## src/rtl/lcd_arbiter.sv

```systemverilog
// Two-port arbiter in front of an LCD byte driver: round-robin grant, owner lock
// across a multi-byte transaction, done/lock timeouts reported through err.
module lcd_arbiter #(
  parameter int DONE_TIMEOUT = 250000,
  parameter int LOCK_TIMEOUT = 50000
) (
  input  logic       clk_i,
  input  logic       rst_ni,
  input  logic       p0_req_i,
  input  logic [7:0] p0_data_i,
  input  logic       p0_rs_i,
  input  logic       p0_last_i,
  input  logic       p1_req_i,
  input  logic [7:0] p1_data_i,
  input  logic       p1_rs_i,
  input  logic       p1_last_i,
  output logic       p0_ack_o,
  output logic       p1_ack_o,
  output logic [7:0] drv_data_o,
  output logic       drv_rs_o,
  output logic       drv_start_o,
  input  logic       drv_done_i,
  output logic       busy_o,
  output logic       owner_o,
  output logic       err_o,
  output logic       err_lock_o,
  output logic [1:0] state_o
);
  typedef enum logic [1:0] {
    S_IDLE = 2'd0,
    S_WAIT = 2'd1,
    S_ACK  = 2'd2,
    S_HOLD = 2'd3
  } state_t;

  localparam int DW = $clog2(DONE_TIMEOUT + 1);
  localparam int LW = $clog2(LOCK_TIMEOUT + 1);
  localparam logic [DW-1:0] DONE_LIM = DW'(DONE_TIMEOUT - 1);
  localparam logic [LW-1:0] LOCK_LIM = LW'(LOCK_TIMEOUT - 1);

  state_t        state_q, state_d;
  logic          owner_q, owner_d;
  logic [7:0]    drv_data_q, drv_data_d;
  logic          drv_rs_q, drv_rs_d;
  logic          drv_start_q, drv_start_d;
  logic [1:0]    ack_q, ack_d;
  logic          err_q, err_d;
  logic          err_lock_q, err_lock_d;
  logic          last_q, last_d;
  logic          rr_last_q, rr_last_d;
  logic [DW-1:0] done_cnt_q, done_cnt_d;
  logic [LW-1:0] lock_cnt_q, lock_cnt_d;

  logic [1:0] req_m;
  logic       owner_req;
  logic       issue;
  logic       gnt;

  always_comb begin
    // A done timeout returns to IDLE while the ack is still up; mask that
    // requester for this cycle so its stale req is not re-granted.
    req_m       = {p1_req_i & ~ack_q[1], p0_req_i & ~ack_q[0]};
    owner_req   = owner_q ? p1_req_i : p0_req_i;
    issue       = 1'b0;
    gnt         = owner_q;
    state_d     = state_q;
    owner_d     = owner_q;
    drv_data_d  = drv_data_q;
    drv_rs_d    = drv_rs_q;
    drv_start_d = 1'b0;
    ack_d       = 2'b00;
    err_d       = 1'b0;
    err_lock_d  = 1'b0;
    last_d      = last_q;
    rr_last_d   = rr_last_q;
    done_cnt_d  = done_cnt_q;
    lock_cnt_d  = lock_cnt_q;

    case (state_q)
      S_IDLE: begin
        if (|req_m) begin
          issue = 1'b1;
          gnt   = (&req_m) ? ~rr_last_q : req_m[1];
        end
      end
      S_WAIT: begin
        if (drv_done_i) begin
          ack_d[owner_q] = 1'b1;
          state_d        = S_ACK;
        end else if (done_cnt_q >= DONE_LIM) begin
          err_d          = 1'b1;
          ack_d[owner_q] = 1'b1;
          rr_last_d      = owner_q;
          state_d        = S_IDLE;
        end else begin
          done_cnt_d = done_cnt_q + 1'b1;
        end
      end
      S_ACK: begin
        if (last_q) begin
          rr_last_d = owner_q;
          state_d   = S_IDLE;
        end else begin
          state_d = S_HOLD;
        end
      end
      S_HOLD: begin
        if (owner_req) begin
          issue = 1'b1;
          gnt   = owner_q;
        end else if (lock_cnt_q >= LOCK_LIM) begin
          err_d      = 1'b1;
          err_lock_d = 1'b1;
          rr_last_d  = owner_q;
          state_d    = S_IDLE;
        end else begin
          lock_cnt_d = lock_cnt_q + 1'b1;
        end
      end
      default: state_d = S_IDLE;
    endcase

    if (issue) begin
      owner_d     = gnt;
      drv_data_d  = gnt ? p1_data_i : p0_data_i;
      drv_rs_d    = gnt ? p1_rs_i : p0_rs_i;
      last_d      = gnt ? p1_last_i : p0_last_i;
      drv_start_d = 1'b1;
      state_d     = S_WAIT;
    end

    // Counters stop at their limit because the state leaves there, so they never wrap.
    if (issue || (state_d != state_q)) begin
      done_cnt_d = '0;
      lock_cnt_d = '0;
    end
  end

  always_ff @(posedge clk_i or negedge rst_ni) begin
    if (!rst_ni) begin
      state_q     <= S_IDLE;
      owner_q     <= 1'b0;
      drv_data_q  <= 8'h00;
      drv_rs_q    <= 1'b0;
      drv_start_q <= 1'b0;
      ack_q       <= 2'b00;
      err_q       <= 1'b0;
      err_lock_q  <= 1'b0;
      last_q      <= 1'b0;
      rr_last_q   <= 1'b1;
      done_cnt_q  <= '0;
      lock_cnt_q  <= '0;
    end else begin
      state_q     <= state_d;
      owner_q     <= owner_d;
      drv_data_q  <= drv_data_d;
      drv_rs_q    <= drv_rs_d;
      drv_start_q <= drv_start_d;
      ack_q       <= ack_d;
      err_q       <= err_d;
      err_lock_q  <= err_lock_d;
      last_q      <= last_d;
      rr_last_q   <= rr_last_d;
      done_cnt_q  <= done_cnt_d;
      lock_cnt_q  <= lock_cnt_d;
    end
  end

  assign p0_ack_o    = ack_q[0];
  assign p1_ack_o    = ack_q[1];
  assign drv_data_o  = drv_data_q;
  assign drv_rs_o    = drv_rs_q;
  assign drv_start_o = drv_start_q;
  assign busy_o      = (state_q != S_IDLE);
  assign owner_o     = owner_q;
  assign err_o       = err_q;
  assign err_lock_o  = err_lock_q;
  assign state_o     = state_q;
endmodule
```

## config.mk

```make
export PLATFORM = sky130hd
export DESIGN_NAME = lcd_arbiter
export DESIGN_NICKNAME = d
export VERILOG_FILES = /design/src/rtl/lcd_arbiter.sv
export SDC_FILE = /design/constraint.sdc
export NUM_CORES = 1
export LEC_CHECK = 0
export CAP_MARGIN = 5
export CORE_MARGIN = 2
export CORE_UTILIZATION = 30
export DETAILED_ROUTE_END_ITERATION = 16
export SLEW_MARGIN = 20
export SYNTH_ARGS = -nofsm -noshare
export SYNTH_HDL_FRONTEND = slang
export SYNTH_SLANG_ARGS = --single-unit
```

## constraint.sdc

```tcl
create_clock -name clk_i -period 5.9 [get_ports clk_i]
set_input_delay 1.18 -clock clk_i [delete_from_list [all_inputs] [get_ports clk_i]]
set_output_delay 1.18 -clock clk_i [all_outputs]
set_load 0.02 [all_outputs]
```

Word level (Yosys, flattened, before mapping)
Index checks and enable logic that the tools add are counted.

Register bits: 53. Latch bits: 0. Bits in writable memories: 0. ROM bits: 0. Logic and storage cells: 91. Memories: 0.

Add/subtract/negate cells: 2. Multipliers: 0. Div/mod/pow operators: 0. $lt $le $gt $ge: 4. Equal/unequal tests: 13. Shifts and indexed selects: 0. Muxes and demuxes: 43. Bitwise operators: 5. Reductions and logical operators: 12.

Operators with widths (number): 18-bit 2-to-1 mux (4); 16-bit 2-to-1 mux (4); 1-bit 2-to-1 mux (20); 18-bit by 1-bit adder with 18-bit output (second input constant) (1); 18-bit greater-or-equal comparator (second input constant) (1); 2-bit 2-to-1 mux (9); 16-bit by 1-bit adder with 16-bit output (second input constant) (1); 16-bit greater-or-equal comparator (second input constant) (1); 2-bit != test (second input constant) (5); 8-bit 2-to-1 mux (1); 2-bit by 1-bit != test with 1-bit output (second input constant) (4); 2-bit one-hot mux with 3 select lines (1); 3-bit AND reduction (2); 6-bit AND reduction (1); 2-bit nonzero test (3); 2-bit == test (second input constant) (2); 1-bit one-hot mux with 2 select lines (2); 1-bit inverter (3); 1-bit one-hot mux with 3 select lines (1); 3-bit nonzero test (1); 1-bit bitwise AND (2); 2-bit by 1-bit == test with 1-bit output (second input constant) (1); 2-bit zero test (1); 1-bit by 2-bit < comparator with 1-bit output (second input constant) (1); other kinds (7) (7).

Depth between registers and ports, before layout
Gate-level depths: netlist of the first run.

Depth in word-level cells: 10. Mapped depth: 9.

Worst setup path after synthesis of the first run
Ideal clock, no wire load.

Path kind: input to register. From: in p1_req_i. To: reg lock_cnt_q[11]. Setup time: 0.119 ns. Data arrival time: 2.437 ns. Slack: 3.344 ns. Cell stages on the path: 5. Path buffers: 0. Cell sequence: mux2_2 > nor4_1 > and2_1 > xnor2_1 > nor2_1.

Word-level cells in the longest chain between the ends: 9. Elaborated cells between the ends (all ways): 16. Classes of those cells: 3 x eq/ne; 8 x mux; 1 x bitwise; 4 x reduce/logical.

Ends and longest elaborated chain: start, declared (line 13) `input logic p1_req_i,`; 1-bit bitwise AND (line 62) `req_m = {p1_req_i & ~ack_q[1], p0_req_i & ~ack_q[0]};`; 2-bit OR reduction (line 81) `if (|req_m) begin`; 1-bit 2-to-1 mux (line 81); 1-bit one-hot mux with 2 select lines (line 79) `case (state_q)`; 2-bit 2-to-1 mux (line 123) `if (issue) begin`; 2-bit != test (line 133) `if (issue || (state_d != state_q)) begin`; 1-bit logical OR (line 133); 2-bit by 1-bit != test with 1-bit output (no line) or 2-bit nonzero test (tied branches); 3-bit AND reduction (no line); end signal, assigned (line 165) `lock_cnt_q <= lock_cnt_d;`; end, declared (line 52) `logic [LW-1:0] lock_cnt_q, lock_cnt_d;`.

Several ways; a longest one is shown, not always the timed one. A chain may end at the register's enable or synchronous reset.

Worst setup path after layout of the first run
Same ends and word-level chain as after synthesis.

==> key figures, run 1 <==
Flow run
  – Max cap viols: 0

Clocking
  – Clk sinks: between 50 and 60
  – H-tree depth: 2
  – Clk slew on worst S/H paths: 0.10 ns
  – Resize count post-CTS: 0
  – CTS buffer count: 5
  – Setup Buffers After CTS: 0
  – Hold buffer count at CTS: 0
  – Clk Latency, worst-skew pair: around 0.31 ns
  – CTS tree: built
  – Root buffer cell: clkbuf_8
  – Max clock buf depth: 2

Synthesis
  – Post-Syn Nets: 314
  – Synth async-reset ratio: 100%
  – Mapped Area: roughly 2800 um^2
  – Post-synth top area share: roughly 47%
  – Commonest cells post-synth: dfrtp_1 (52), nor2_1 (45), nand2_1 (29)
  – Most common cell in the netlist: dfrtp_1
  – Post-synthesis cell count: around 280
  – Primary FF master, synth: dfrtp_1
  – Yosys top cell by area: dfrtp_1
  – Synth Register Bits: 53
  – Post-synth EDFFs: 0
  – Post-synthesis sequential area ratio: 48.0%
  – Synth unique cells: 38
  – YS warnings: 0
  – Synth top area cells: dfrtp_1 (47%), xor2_1 (7.9%), nor2_1 (6.1%)
  – Syn avg cell area: between 9 and 10 um^2

Worst setup path
  – Crit path DAT: 3.62 ns
  – R2r setup slk: 3.25 ns
  – CP Data Required Time: around 6 ns
  – Critical path type: input port to flop
  – Critical Path End Type: flop
  – Startpoint types: input port
  – Worst Path Max Fanout: 34

Layout
  – Diode count: 0
  – Sequential Area: 1330 um^2
  – Proportion of layout cells with a drive suffix above 1: approximately 7%
  – Nets: about 360
  – Layout fillers: between 900 and 1k
  – Footprint of the multi-input gates: about 1400 um^2
  – Area growth syn-to-layout: 22.2%

Die
  – Chip Height: 100 um
  – # IOs: 43
  – Die width: between 100 and 150 um
  – Core Area: 9110 um^2
  – Row cnt: 35
  – Die ar.: 10000 um^2
  – Starting density of the core: 30.4%

Global route
  – Pin count of the biggest net entering global routing: 54
  – Number of global-route vias before repair: between 2k and 2.5k
  – First-pass GRT wire length: around 9.6 mm
  – Initial antenna violation count: 0
  – Gr usage total: between 10% and 20%
  – GRT Residual Overflow: 0

Placed design
  – Gpl congestion: about 0.81
  – Final HPWL DP: 4.01 mm
  – Dpl ws: 2.20 ns
  – PortBufs: between 40 and 50

STA
  – Setup TNS: 0 ns
  – RSZ-0062 raised after global routing: no
  – PnR worst setup slack: ~2.5 ns
  – Worst Skew: around 0.0099 ns
  – Slew at the pin closest to its max-slew limit: 0.852 ns
  – Final period utilization: a little under three fifths
  – Relative slew slack: a little over two fifths
  – Post-layout min period: approximately 3.4 ns
  – Setup Viol. Count Final: 0
  – Final hold viol count: 0
  – Max-slew violation count: 0
  – FMAX: around 300 MHz

Outcome
  – Outcome: complete, no violations

Power and ir drop
  – Pwr dens: around 370 nW/um^2
  – Flop pwr share: 37.3%
  – Psw: between 0.5 and 0.6 mW
  – Clk pwr share: 16.3%
  – Int Power: around 0.74 mW
  – Pleak: 1.52 nW
  – Sw Share: between 40% and 50%
  – Combinational share of power: between 40% and 50%
  – Worst IR Drop VDD: between 0.0002 and 0.00025 V

Route
  – DR WL/cell: about 13 um
  – Vias/cell: 4.82
  – Starting DRC count in detailed routing: 81
  – TritonRoute pass-1 iters: 4
  – DRT Wirelength: 5.56 mm
  – Via count: approximately 2.1k
  – Antenna violation net count after detailed routing: 0
  – DRC errors left: 0

Worst hold path
  – HP Class: flop to flop
[cell type report]
class	instances	share of cell area (%)
Clock inverter	2	0.407
Sequential cell	53	39.3
Timing Repair Buffer	45	13.0
Tap cell	111	4.11
Clock buffer	6	2.15
Multi-Input combinational cell	211	40.1
Inverter	9	1.00
[power groups by stage]
stage	Clock (mW)	Sequential, mW	Combinational, mW
5_1_grt	0.232	0.482	0.650
4_1_cts	0.216	0.472	0.597
6_report	0.206	0.471	0.587
2_1_floorplan	0	0.521	0.381
3_3_place_gp	0	0.475	0.591
3_5_place_dp	0	0.477	0.594
[cells by family (layout without fill, tap and decap cells)]
group                    Yosys count  after routing  share of synthesized area, %
AND/OR/NAND/NOR                  123            123                          21.0
flip-flops                        53             53                          48.0
AO/OA/AOI/OAI                     37             37                          9.77
XOR/XNOR                          30             30                          9.50
buffers and inverters             18             62                          3.35
multiplexers                      14             14                          5.16
adder cells (fa/ha/maj)            7              7                          3.17
[path summary, 6_finish.rpt]
check	cells past startpoint	to	start
min in group asynchronous	2	ack_q[0]$_DFF_PN0_	rst_ni
worst min register to register	2	drv_data_o[7]$_DFFE_PN0P_	drv_data_o[7]$_DFFE_PN0P_
worst min-delay path	2	drv_data_o[7]$_DFFE_PN0P_	drv_data_o[7]$_DFFE_PN0P_
worst max-delay path	9	lock_cnt_q[11]$_DFFE_PN0P_	p1_req_i
max in group asynchronous	2	err_o$_DFF_PN0_	rst_ni
worst max register to register	8	lock_cnt_q[11]$_DFFE_PN0P_	owner_o$_DFFE_PN0P_
[routing by layer]
layer / wire length, um / GRT usage (%) / vias to the layer above
met3: 354 / 3.83 / 13
met5: 0 / 0 / -
li1: - / - / 1044
met1: 2630 / 15.7 / 1000
met2: 2420 / 18.1 / 51
met4: 155 / 5.48 / 0
[cell usage in the layout, fill, tap and decap left out, types with 3 or more instances in the layout]
cell / n
mux2i_1: 12
nand2_1: 29
o21ai_0: 17
nor2b_1: 3
a21oi_1: 5
clkdlybuf4s50_1: 41
nor3_1: 6
and3_1: 10
nand2b_1: 3
dfrtp_1: 52
buf_4: 3
inv_1: 9
nand4_1: 13
xor2_1: 25
nand3_1: 7
nor2_1: 45
clkbuf_8: 5
xnor2_1: 5
ha_1: 7
[state kept, by name, summed over array words and instances (netlist names), 2 cells and up]
register    count
ack_q           2
drv_data_o      8
lock_cnt_q     16
done_cnt_q     18
state_o         2
[through the flow]
stage                     cells  hold slack (ns)  instance area, um^2  total power, mW  util [%]
after floorplan             282            0.462                 2770            0.902         -
after global placement      429            0.460                 3280             1.07      36.0
after detailed placement    429            0.470                 3280             1.07      36.0
after CTS                   437            0.493                 3370             1.28      37.0
after global routing        437            0.526                 3380             1.36      37.1
final                       437            0.485                 3380             1.26      37.1
[worst max-delay path, cell delays in order]
cell and delay [ns]:
clkdlybuf4s50_1 0.44, mux2_2 0.32, nand2_1 0.12, a21o_1 0.55, inv_1 0.20, a21oi_1 0.26
o41ai_4 0.12, buf_4 0.26, nor2_1 0.14
(Power assumes the default switching activity.)
==> run 2: changes to the inputs <==
- clock period: 5.9 -> 3.43 ns (I/O delays scaled with it)
==> run 2 against run 1 <==
Compared with the run above:
- critical path depth is 5 lower
- core utilization is 0.40 points higher
- sequential power is 71% higher
- register-to-register slack worse by 2.2 ns
- power is 74% higher
- cell count is 1.1% higher
- first-iteration DRC count is 83% higher
- die area stayed put
- non-clock buffer count is 5 higher
- worst hold slack better by 0.0070 ns
- largest cell class unchanged
- largest power group unchanged
==> key figures, run 2 (synthesis gave the netlist of run 1 again) <==
Power and ir drop
  – Psw: 0.906 mW
  – Pwr dens: 645 nW/um^2
  – Worst IR Drop VDD: between 0.0003 and 0.0004 V
  – Int Power: 1.30 mW
  – Clk pwr share: between 15 and 20%
  – Flop pwr share: approximately 37%
  – Combinational share of power: between 40% and 50%
  – Sw Share: about two fifths
  – Pleak: about 1.5 nW
  – Total power: 2.20 mW

STA
  – Setup TNS: 0 ns
  – Slew at the pin closest to its max-slew limit: 0.922 ns
  – Final hold viol count: 0
  – Setup Viol. Count Final: 0
  – Post-layout min period: 2.70 ns
  – Worst Hold Slack: approximately 0.5 ns
  – Final period utilization: 78.7%
  – Max-slew violation count: 0
  – FMAX: approximately 370 MHz
  – Relative slew slack: about two fifths
  – Worst Skew: 0.0114 ns
  – RSZ-0062 raised after global routing: no

Die
  – Die width: around 100 um
  – Die ar.: between 10000 and 15000 um^2
  – Row cnt: 35
  – Chip Height: roughly 100 um
  – # IOs: 43
  – Starting density of the core: approximately 30%
  – Core Area: 9110 um^2

Layout
  – Nets: 362
  – Non-Filler Instances: around 440
  – Commonest non-fill, non-tap cell in the layout: dfrtp_1
  – Proportion of layout cells with a drive suffix above 1: approximately 8.2%
  – Diode count: 0
  – Max reg flops: 18
  – Area growth syn-to-layout: 23.5%
  – Layout fillers: around 940
  – Most frequent cells in the layout: dfrtp_1 (52), nor2_1 (45), clkdlybuf4s50_1 (41), nand2_1 (29), xor2_1 (25)
  – Largest Register: done_cnt_q

Clocking
  – CTS buffer count: 5
  – H-tree depth: 2
  – Max clock buf depth: 2
  – Clk slew on worst S/H paths: 0.10 ns
  – Setup Buffers After CTS: 0
  – Hold buffer count at CTS: 0
  – Resize count post-CTS: 0
  – Clk sinks: 53
  – Clk Latency, worst-skew pair: between 0.3 and 0.4 ns
  – CTS tree: built
  – Root buffer cell: clkbuf_8

Global route
  – First-pass GRT wire length: 10.1 mm
  – Number of global-route vias before repair: roughly 2.2k
  – Pin count of the biggest net entering global routing: 42
  – Initial antenna violation count: 0
  – Gr usage total: approximately 12%
  – GRT Residual Overflow: 0

Worst setup path
  – Worst path depth: 4
  – Reg2reg path depth: 7
  – Crit path DAT: roughly 2 ns
  – Top Family by Delay on Critical Path: buffers and inverters
  – Slowest stage delay, CP: ~0.64 ns
  – Worst Path Max Fanout: 7
  – Slowest stage cell on the critical path: clkdlybuf4s50_1
  – Worst Path Buf+Inv: 3
  – Cells along the critical path: inv_1 -> ha_1 -> inv_1 -> clkdlybuf4s50_1
  – CP Data Required Time: about 2.7 ns
  – Crit-path most repeated cell: inv_1
  – Critical path type: flop to output pin
  – Startpoint types: flop
  – Critical Path End Type: output pin

Worst hold path
  – HP Class: flop to flop
  – Hold path cells: 2

Route
  – TritonRoute pass-1 iters: 4
  – Vias/cell: between 4 and 5
  – DR WL/cell: 12.6 um
  – Via count: 2104
  – Antenna violation net count after detailed routing: 0
  – Starting DRC count in detailed routing: about 150
  – DRC errors left: 0
  – DRT Wirelength: approximately 5.6 mm

Placed design
  – PortBufs: between 40 and 50
  – Gpl congestion: between 0.8 and 0.9
  – DP Cell Count: 434
  – Final HPWL DP: ~4.2 mm

Flow run
  – Max cap viols: 0

Outcome
  – Outcome: complete, no violations
## run 2: cell types whose count changed in the layout (fill, tap and decap cells not counted)
cell / previous run / this run
nor4_1: 1 / 2
nor4_2: 2 / 1
buf_4: 3 / 8
clkbuf_1: 1 / 0
inv_8: 0 / 1
clkinvlp_4: 0 / 2
clkinv_2: 1 / 0
inv_6: 1 / 0
o21ai_2: 1 / 0
o21ai_1: 0 / 1
## run 2: metal layers
metal	track usage, %	share of wire [%]	vias to the layer above
met5	0	0	-
met1	15.7	46	988
met3	3.83	6.4	4
met4	4.21	0.79	0
li1	-	-	1060
met2	20.3	46	52
## run 2: worst min-delay path, delay by kind of cell, from the launching register on
kind             cells  cell delay, ns
AO/OA/AOI/OAI        1            0.06
flip-flops           1            0.36
AND/OR/NAND/NOR      1            0.04
## run 2: through the flow
stage	util, %	cell area [um^2]	setup WS [ns]
3_5_place_dp	36.5	3320	0.708
6_report	37.5	3420	0.732
5_1_grt	37.5	3420	0.582
4_1_cts	37.5	3420	0.711
3_3_place_gp	36.5	3320	0.770
2_1_floorplan	-	2770	1.15
## run 2: area by class of cell
type	instances	area [um^2]	share of cell area (%)
clock buffers	5	68.8	2.01
clock inverters	3	26.3	0.769
inverters	9	33.8	0.989
multi-input cells	211	1350	39.4
flip-flops and latches	53	1330	38.9
well taps	111	139	4.07
repair buffers	50	475	13.9
## run 2: power by group through the flow
stage	clock network (mW)	logic (mW)	registers, mW
6_report	0.368	1.03	0.806
5_1_grt	0.414	1.16	0.825
4_1_cts	0.387	1.05	0.808
3_5_place_dp	0	1.05	0.818
3_3_place_gp	0	1.05	0.816
2_1_floorplan	0	0.655	0.896
## run 2: worst paths after layout
| path | start | to | slack [ns] |
|---|---|---|---|
| setup / recovery | state_o[1]$_DFF_PN0_ | busy_o | 0.73 |
| hold / removal | drv_data_o[7]$_DFFE_PN0P_ | drv_data_o[7]$_DFFE_PN0P_ | 0.49 |
| setup reg to reg | done_cnt_q[0]$_DFFE_PN0P_ | lock_cnt_q[15]$_DFFE_PN0P_ | 1.07 |
| hold reg to reg | drv_data_o[7]$_DFFE_PN0P_ | drv_data_o[7]$_DFFE_PN0P_ | 0.49 |
| max in group asynchronous | rst_ni | done_cnt_q[9]$_DFFE_PN0P_ | 2.26 |
| min in group asynchronous | rst_ni | ack_q[1]$_DFF_PN0_ | 0.50 |
